<file path="src/rtl/hazard_controller.sv">
// Hazard/sequencing controller for a 5-stage RISC-V pipeline: forwarding, load-use stalls,
// control flushes and a data-memory wait-state FSM. Define HAZARD_PERF_CNT_EN for perf counters.
module hazard_controller #(
    parameter int unsigned MEM_TIMEOUT = 64,
    parameter int unsigned CNT_W       = 8
) (
    input  logic       clk,
    input  logic       rst,
    input  logic [4:0] Rs1D,
    input  logic [4:0] Rs2D,
    input  logic [4:0] Rs1E,
    input  logic [4:0] Rs2E,
    input  logic [4:0] RdE,
    input  logic [4:0] RdM,
    input  logic [4:0] RdW,
    input  logic       ResultSrcE0,
    input  logic [1:0] ResultSrcM,
    input  logic       MemWriteM,
    input  logic       RegWriteM,
    input  logic       RegWriteW,
    input  logic [1:0] PCSrcE,
    input  logic       DMemReady,
    output logic       DMemReq,
    output logic       StallF,
    output logic       StallD,
    output logic       StallE,
    output logic       StallM,
    output logic       StallW,
    output logic       FlushD,
    output logic       FlushE,
    output logic [1:0] ForwardAE,
    output logic [1:0] ForwardBE,
    output logic       MemErr
`ifdef HAZARD_PERF_CNT_EN
    ,
    output logic [31:0] LwStallCnt,
    output logic [31:0] MemStallCnt,
    output logic [31:0] FlushCnt
`endif
);

    typedef enum logic {IDLE, WAIT} state_t;

    state_t           state;
    logic [CNT_W-1:0] cnt;
    logic             mem_err;

    logic mem_op;
    logic abort;
    logic mem_stall;
    logic lw_stall;
    logic redirect;

    assign mem_op    = (ResultSrcM == 2'b01) | MemWriteM;
    assign abort     = (state == WAIT) & ~DMemReady & (cnt == CNT_W'(MEM_TIMEOUT));
    assign mem_stall = mem_op & ~DMemReady & ~abort;
    assign lw_stall  = ResultSrcE0 & (RdE != 5'd0) & ((Rs1D == RdE) | (Rs2D == RdE)) & ~mem_stall;
    assign redirect  = PCSrcE != 2'b00;

    // A matching M-stage load/link is not forwarded from M; the W check still applies.
    function automatic logic [1:0] fwd_sel(input logic [4:0] rs, input logic [4:0] rd_m,
                                           input logic [4:0] rd_w, input logic [1:0] src_m,
                                           input logic we_m, input logic we_w);
        logic [1:0] sel;
        sel = 2'b00;
        if (rs != 5'd0) begin
            if (we_m && rd_m == rs && src_m == 2'b11)      sel = 2'b11;
            else if (we_m && rd_m == rs && src_m == 2'b00) sel = 2'b10;
            else if (we_w && rd_w == rs)                   sel = 2'b01;
        end
        return sel;
    endfunction

    always_comb begin
        DMemReq   = 1'b0;
        StallF    = 1'b0;
        StallD    = 1'b0;
        StallE    = 1'b0;
        StallM    = 1'b0;
        StallW    = 1'b0;
        FlushD    = 1'b0;
        FlushE    = 1'b0;
        ForwardAE = 2'b00;
        ForwardBE = 2'b00;
        MemErr    = 1'b0;
        if (!rst) begin
            DMemReq   = (state == WAIT) ? 1'b1 : mem_op;
            StallF    = lw_stall | mem_stall;
            StallD    = lw_stall | mem_stall;
            StallE    = mem_stall;
            StallM    = mem_stall;
            StallW    = mem_stall;
            FlushD    = redirect & ~mem_stall;
            FlushE    = (lw_stall | redirect) & ~mem_stall;
            ForwardAE = fwd_sel(Rs1E, RdM, RdW, ResultSrcM, RegWriteM, RegWriteW);
            ForwardBE = fwd_sel(Rs2E, RdM, RdW, ResultSrcM, RegWriteM, RegWriteW);
            MemErr    = mem_err;
        end
    end

    always_ff @(posedge clk) begin
        if (rst) begin
            state   <= IDLE;
            cnt     <= '0;
            mem_err <= 1'b0;
        end else begin
            case (state)
                IDLE: begin
                    if (mem_op && !DMemReady) begin
                        state <= WAIT;
                        cnt   <= CNT_W'(1);
                    end
                end
                WAIT: begin
                    if (DMemReady) begin
                        state <= IDLE;
                    end else if (abort) begin
                        state   <= IDLE;
                        mem_err <= 1'b1;
                    end else if (cnt != '1) begin
                        cnt <= cnt + CNT_W'(1);
                    end
                end
                default: state <= IDLE;
            endcase
        end
    end

`ifdef HAZARD_PERF_CNT_EN
    always_ff @(posedge clk) begin
        if (rst) begin
            LwStallCnt  <= '0;
            MemStallCnt <= '0;
            FlushCnt    <= '0;
        end else begin
            if (lw_stall && LwStallCnt != '1)
                LwStallCnt <= LwStallCnt + 32'd1;
            if (mem_stall && MemStallCnt != '1)
                MemStallCnt <= MemStallCnt + 32'd1;
            if (redirect && !mem_stall && FlushCnt != '1)
                FlushCnt <= FlushCnt + 32'd1;
        end
    end
`endif

endmodule
</file>
<file path="config.mk">
export PLATFORM = sky130hd
export DESIGN_NAME = hazard_controller
export DESIGN_NICKNAME = d
export VERILOG_FILES = /design/src/rtl/hazard_controller.sv
export SDC_FILE = /design/constraint.sdc
export NUM_CORES = 1
export LEC_CHECK = 0
export CORE_UTILIZATION = 39
export CTS_CLUSTER_DIAMETER = 200
export CTS_CLUSTER_SIZE = 20
export DETAILED_ROUTE_END_ITERATION = 8
export GPL_TIMING_DRIVEN = 0
export PLACE_DENSITY = 0.8
export SYNTH_ARGS = -nofsm -noshare
export SYNTH_HDL_FRONTEND = slang
export SYNTH_SLANG_ARGS = --single-unit
</file>
<file path="constraint.sdc">
create_clock -name clk -period 2.3 [get_ports clk]
set_clock_uncertainty 0.15 [all_clocks]
set_input_delay 0.46 -clock clk [delete_from_list [all_inputs] [get_ports clk]]
set_output_delay 0.46 -clock clk [all_outputs]
set_load 0.1 [all_outputs]
</file>
# == After elaboration in Yosys (flattened, before gate mapping) ==
# Cells that the tools add are included.
# totals
romBits,0
ramBits,0
latch_bits,0
out_inout_bits,13
ff_bits,10
memories,0
in_bits,46
word_cells,78
# op_classes
shift,0
muxes,26
multipliers,0
bitwise_logic,17
order_cmp,0
n_reduce_logical,17
div,0
n_eq_ne,14
add_sub_neg,1
# ops
cell,n
8-bit 2-to-1 mux,4
5-bit == test,6
2-bit 2-to-1 mux,8
8-bit one-hot mux with 2 select lines,1
5-bit nonzero test,3
1-bit 2-to-1 mux,12
1-bit AND,9
1-bit logical AND,9
8-bit by 1-bit adder with 8-bit output (second input constant),1
8-bit by 7-bit == test with 1-bit output (second input constant),1
8-bit inequality test (second input constant),1
2-bit inequality test (second input constant),3
1-bit NOT,4
1-bit OR,4
4-bit AND reduction,1
3-bit AND reduction,1
2-bit by 1-bit == test with 1-bit output (second input constant),1
2-bit == test (second input constant),1
2-bit zero test,1
2-bit by 1-bit inequality test with 1-bit output (second input constant),1
1-bit one-hot mux with 2 select lines,1
2-bit nonzero test,1
1-bit zero test,1

# == Depth between registers and ports, before layout ==
# logic_depth
depth_word,10
depth_mapped,7

# == Worst setup path after synthesis ==
# Ideal clock, no wire load.
# synth_path
path_kind,in2out
start,input RdM[2]
end,output ForwardBE[1]
slack_ns,-1.463
n_path_buf,0
t_arrival_ns,3.153
required_ns,1.690
stages,4
path_cell_list,xor2_1 nor4_1 nand3_1 nor3_1
# synth_via
elab_chain_len,7
# synth_lines
element,line,text
start: declaration,14,"input logic [4:0] RdM,"
5-bit == test *,"67, 68",
1-bit logical AND *,"67, 68",
1-bit logical AND,68,else if (we_m && rd_m == rs && src_m == 2'b00) sel = 2'b10;
2-bit 2-to-1 mux,68,
2-bit 2-to-1 mux *,67,if (we_m && rd_m == rs && src_m == 2'b11) sel = 2'b11;
2-bit 2-to-1 mux *,66,if (rs != 5'd0) begin
2-bit 2-to-1 mux *,86,if (!rst) begin
end: declaration,32,"output logic [1:0] ForwardBE,"
# Every way passes the cells marked *; elsewhere a longest branch is shown, timed or not.

# == Final worst setup path ==
# layout_path
start,input Rs1E[0]
end,output ForwardAE[0]
# layout_via
elab_chain_len,7
# layout_lines
element,line,text
start: declaration,11,"input logic [4:0] Rs1E,"
"5-bit == test, on equally long branches","69, 67, 68",
"1-bit logical AND, on equally long branches","69, 67, 68",
1-bit 2-to-1 mux / 1-bit logical AND (equally long branches),"69, 68",
2-bit 2-to-1 mux,68,
2-bit 2-to-1 mux,67,
2-bit 2-to-1 mux *,66,
2-bit 2-to-1 mux *,86,
end: declaration,31,"output logic [1:0] ForwardAE,"
# Marked as above.

==> results.cfg <==
[run_status]
status = finished, violations left
violations = negative setup slack

[timing]
tns_ps = -1530
period_needed_ps = 2570
fmax_mhz = 389
setup_slack_ps = -270
finalHoldViolations = 0
fin_crit_sh_pct = 112
whs_ps = 376
rsz0062_at_grt = true
worstMarginPinSlew_ps = 559
final_max_slew_viol_count = 0
setup_viol = 11
max-slew-margin-rel_pct = 62.4

[yosys]
synth_top_family_by_area = simple AND/OR/NAND/NOR gates
synth_compound_gate_area_share_pct = 24.4
synth_top_area_share_pct = 18.2
synth_ff_type = dfxtp_1
synth-xor-area-share_pct = 22.2
synth-seq-area-share_pct = 18.2
ys_types = 40
synthAdderAreaFrac_pct = 2.27
async_reset_ff_share_pct = 0
ys_ff_latch = 10
synth-edff-count = 0
synth.avg_cell_area_um2 = 7.55
synthSimpleGateAreaFrac_pct = 27.0
synthCells = 146
netlist_area_um2 = 1100
ys_top_cells_by_area = dfxtp_1, xnor2_1, xor2_1, a21oi_1, nand2_1
yosysTopAreaCell = dfxtp_1
synthesis.nets = 194
yosysWarnings = 0
synthMuxAreaShare_pct = 0

[global_route]
grt-busiest-layer = met2
grt_pass1_wl_mm = 6.47
antenna_found_initial = 0
grt_max_degree = 11
gr-usage-met1_pct = 32.3
met3_usage_pct = 6.01
grt_pass1_vias = 1430
grt-ovfl-total = 0
grtUsageMet2_pct = 57.6
grt_use_total_pct = 30.5

[layout]
nNetsFinal = 269
drive_gt1_share_pct = 47.3
final_util_pct = 84.3
diodes = 0
synthToLayoutAreaGrowth_pct = 96.4
stdcell_area_um2 = 2160
nFillCells = 152

[clock_network]
cts_tree = yes
clk_path_buf_depth = 2
cts_sinks = 10
cts_max_level = 1
holdBufCountCts = 0
insertion_delay_ps = 270
clk_pin_slew_ps = 70
cts_root_buffer = clkbuf_4
cts_made_buffers = 3

[worst_setup_path]
crit_required_ps = 1690
cp.arrival_ps = 1960
worst-setup-path-type = input pin to output pin
worst_setup_path_end_kind = output pin
cp_slowest_cell = a222oi_1
worstPathCellList = buf_8 -> a222oi_1 -> o2111ai_4 -> or2_4 -> a21oi_4 -> buf_12
crit_path_max_incr_delay_ps = 520
crit_fanout = 3
start_kind = input pin

[placed_design]
dpl_cell_area_um2 = 1860
routabilityCongestion = 0.905
hpwl_mm = 2.86
portBuffers = 58

[floorplan]
die_area_um2 = 3040
rows = 18
start_util_pct = 42.9
core_area_um2 = 2570
die_h_um = 55.2
die_w_um = 55.2
num_io_pins = 59

[hold_path]
hold_path_class = register to register

[routing]
viasPerCell = 5.92
antenna_left = 0
wl_mm = 4.77
remaining_drc_errors = 0
drt_iter0_drc = 58
vias = 1481
wl_per_cell_um = 19.1
firstDrtPassIters = 4

[power]
peakVddDrop_mv = 0.420
p_sw_uw = 283
clkPwrFrac_pct = 23.0
swShare_pct = 39.4
pwr-share-seq_pct = 24.9
power_per_cell_area_nw_per_um2 = 332
pwr-share-comb_pct = 52.1
leakage_uw = 0.000850
internal-power_uw = 435

[job]
cap_violations = 0
sequential cells by signal, summed over array words and instances (netlist names):
name     count
mem_err      1
cnt          8
state        1
layout make-up:
class | instances | area, um^2 | share of cell area (%)
Sequential cell | 10 | 210 | 9.71
Timing Repair Buffer | 70 | 712 | 32.9
Clock buffer | 4 | 36.3 | 1.68
Tap cell | 30 | 37.5 | 1.73
Multi-Input combinational cell | 122 | 1060 | 49.1
Buffer | 5 | 70.1 | 3.24
Inverter | 9 | 36.3 | 1.68
power groups by stage:
stage	clock (uW)	sequential [uW]	combinational, uW
floorplan	0	183	185
global placement	0	184	315
detailed placement	0	184	319
CTS	166	179	341
global route	177	180	392
finish	165	179	374
repair_timing:
| action | 4_1_cts | 5_1_grt |
|---|---|---|
| buffers inserted | 8 | 4 |
| pin swaps | 37 | 28 |
| endpoints found under the setup margin | 13 | 12 |
| cloned | 0 | 0 |
| gates resized for setup | 233 | 42 |
cells in the mapped netlist (3+ instances only):
| cell | count |
|---|---|
| a31oi_1 | 3 |
| o2111ai_1 | 3 |
| inv_1 | 9 |
| a21oi_1 | 8 |
| o21ai_0 | 4 |
| and3_1 | 3 |
| nand3_1 | 7 |
| nand2b_1 | 4 |
| buf_4 | 3 |
| o21ai_1 | 3 |
| xnor2_1 | 15 |
| a311oi_1 | 4 |
| xor2_1 | 13 |
| nor4_1 | 4 |
| nor2_1 | 8 |
| nor3_1 | 6 |
| nand2_1 | 10 |
| dfxtp_1 | 10 |
placed cells by master, fill, tap and decap left out, types with 6 or more instances in the layout:
cell	n
buf_12	14
xnor2_1	12
xor2_1	12
buf_4	12
buf_2	10
clkbuf_2	10
nand2_1	9
dlygate4sd2_1	9
nand3_1	7
dfxtp_1	6
buf_6	6
path summary, 6_finish.rpt:
kind	startpoint	to	slack, ps	cells past startpoint
hold reg to reg	mem_err$_SDFFE_PP0P_	mem_err$_SDFFE_PP0P_	380	2
hold / removal	mem_err$_SDFFE_PP0P_	mem_err$_SDFFE_PP0P_	380	2
setup / recovery	Rs1E[0]	ForwardAE[0]	-270	6
setup reg to reg	cnt[1]$_SDFFE_PP0P_	cnt[0]$_SDFFE_PP0P_	300	7
cell families (layout without fill, tap and decap cells):
kind of cell,after synthesis,count (layout)
AND/OR/NAND/NOR,53,53
adder cells (fa/ha/maj),2,2
flip-flops,10,10
XOR/XNOR,28,28
AO/OA/AOI/OAI,39,39
buffers and inverters,14,88
per-layer routing:
| metal | part of all wire (%) | wire (um) |
|---|---|---|
| met3 | 6.0 | 284 |
| met5 | 0 | 0 |
| met2 | 54 | 2580 |
| met1 | 35 | 1680 |
| met4 | 4.6 | 218 |
worst max-delay path, delay by kind of cell:
family                 cells  cell delay, ps
buffers and inverters      2             290
AOI/OAI and AO/OA          3             900
and+or+nand+nor            1             290
through the flow:
step / power [uW] / cells / setup WS, ps
detailed placement: 503 / 234 / -1510
global route: 749 / 250 / -279
global placement: 499 / 234 / -1470
CTS: 686 / 246 / -210
finish: 719 / 250 / -270
floorplan: 368 / 146 / -306
(Power assumes the default switching activity.)
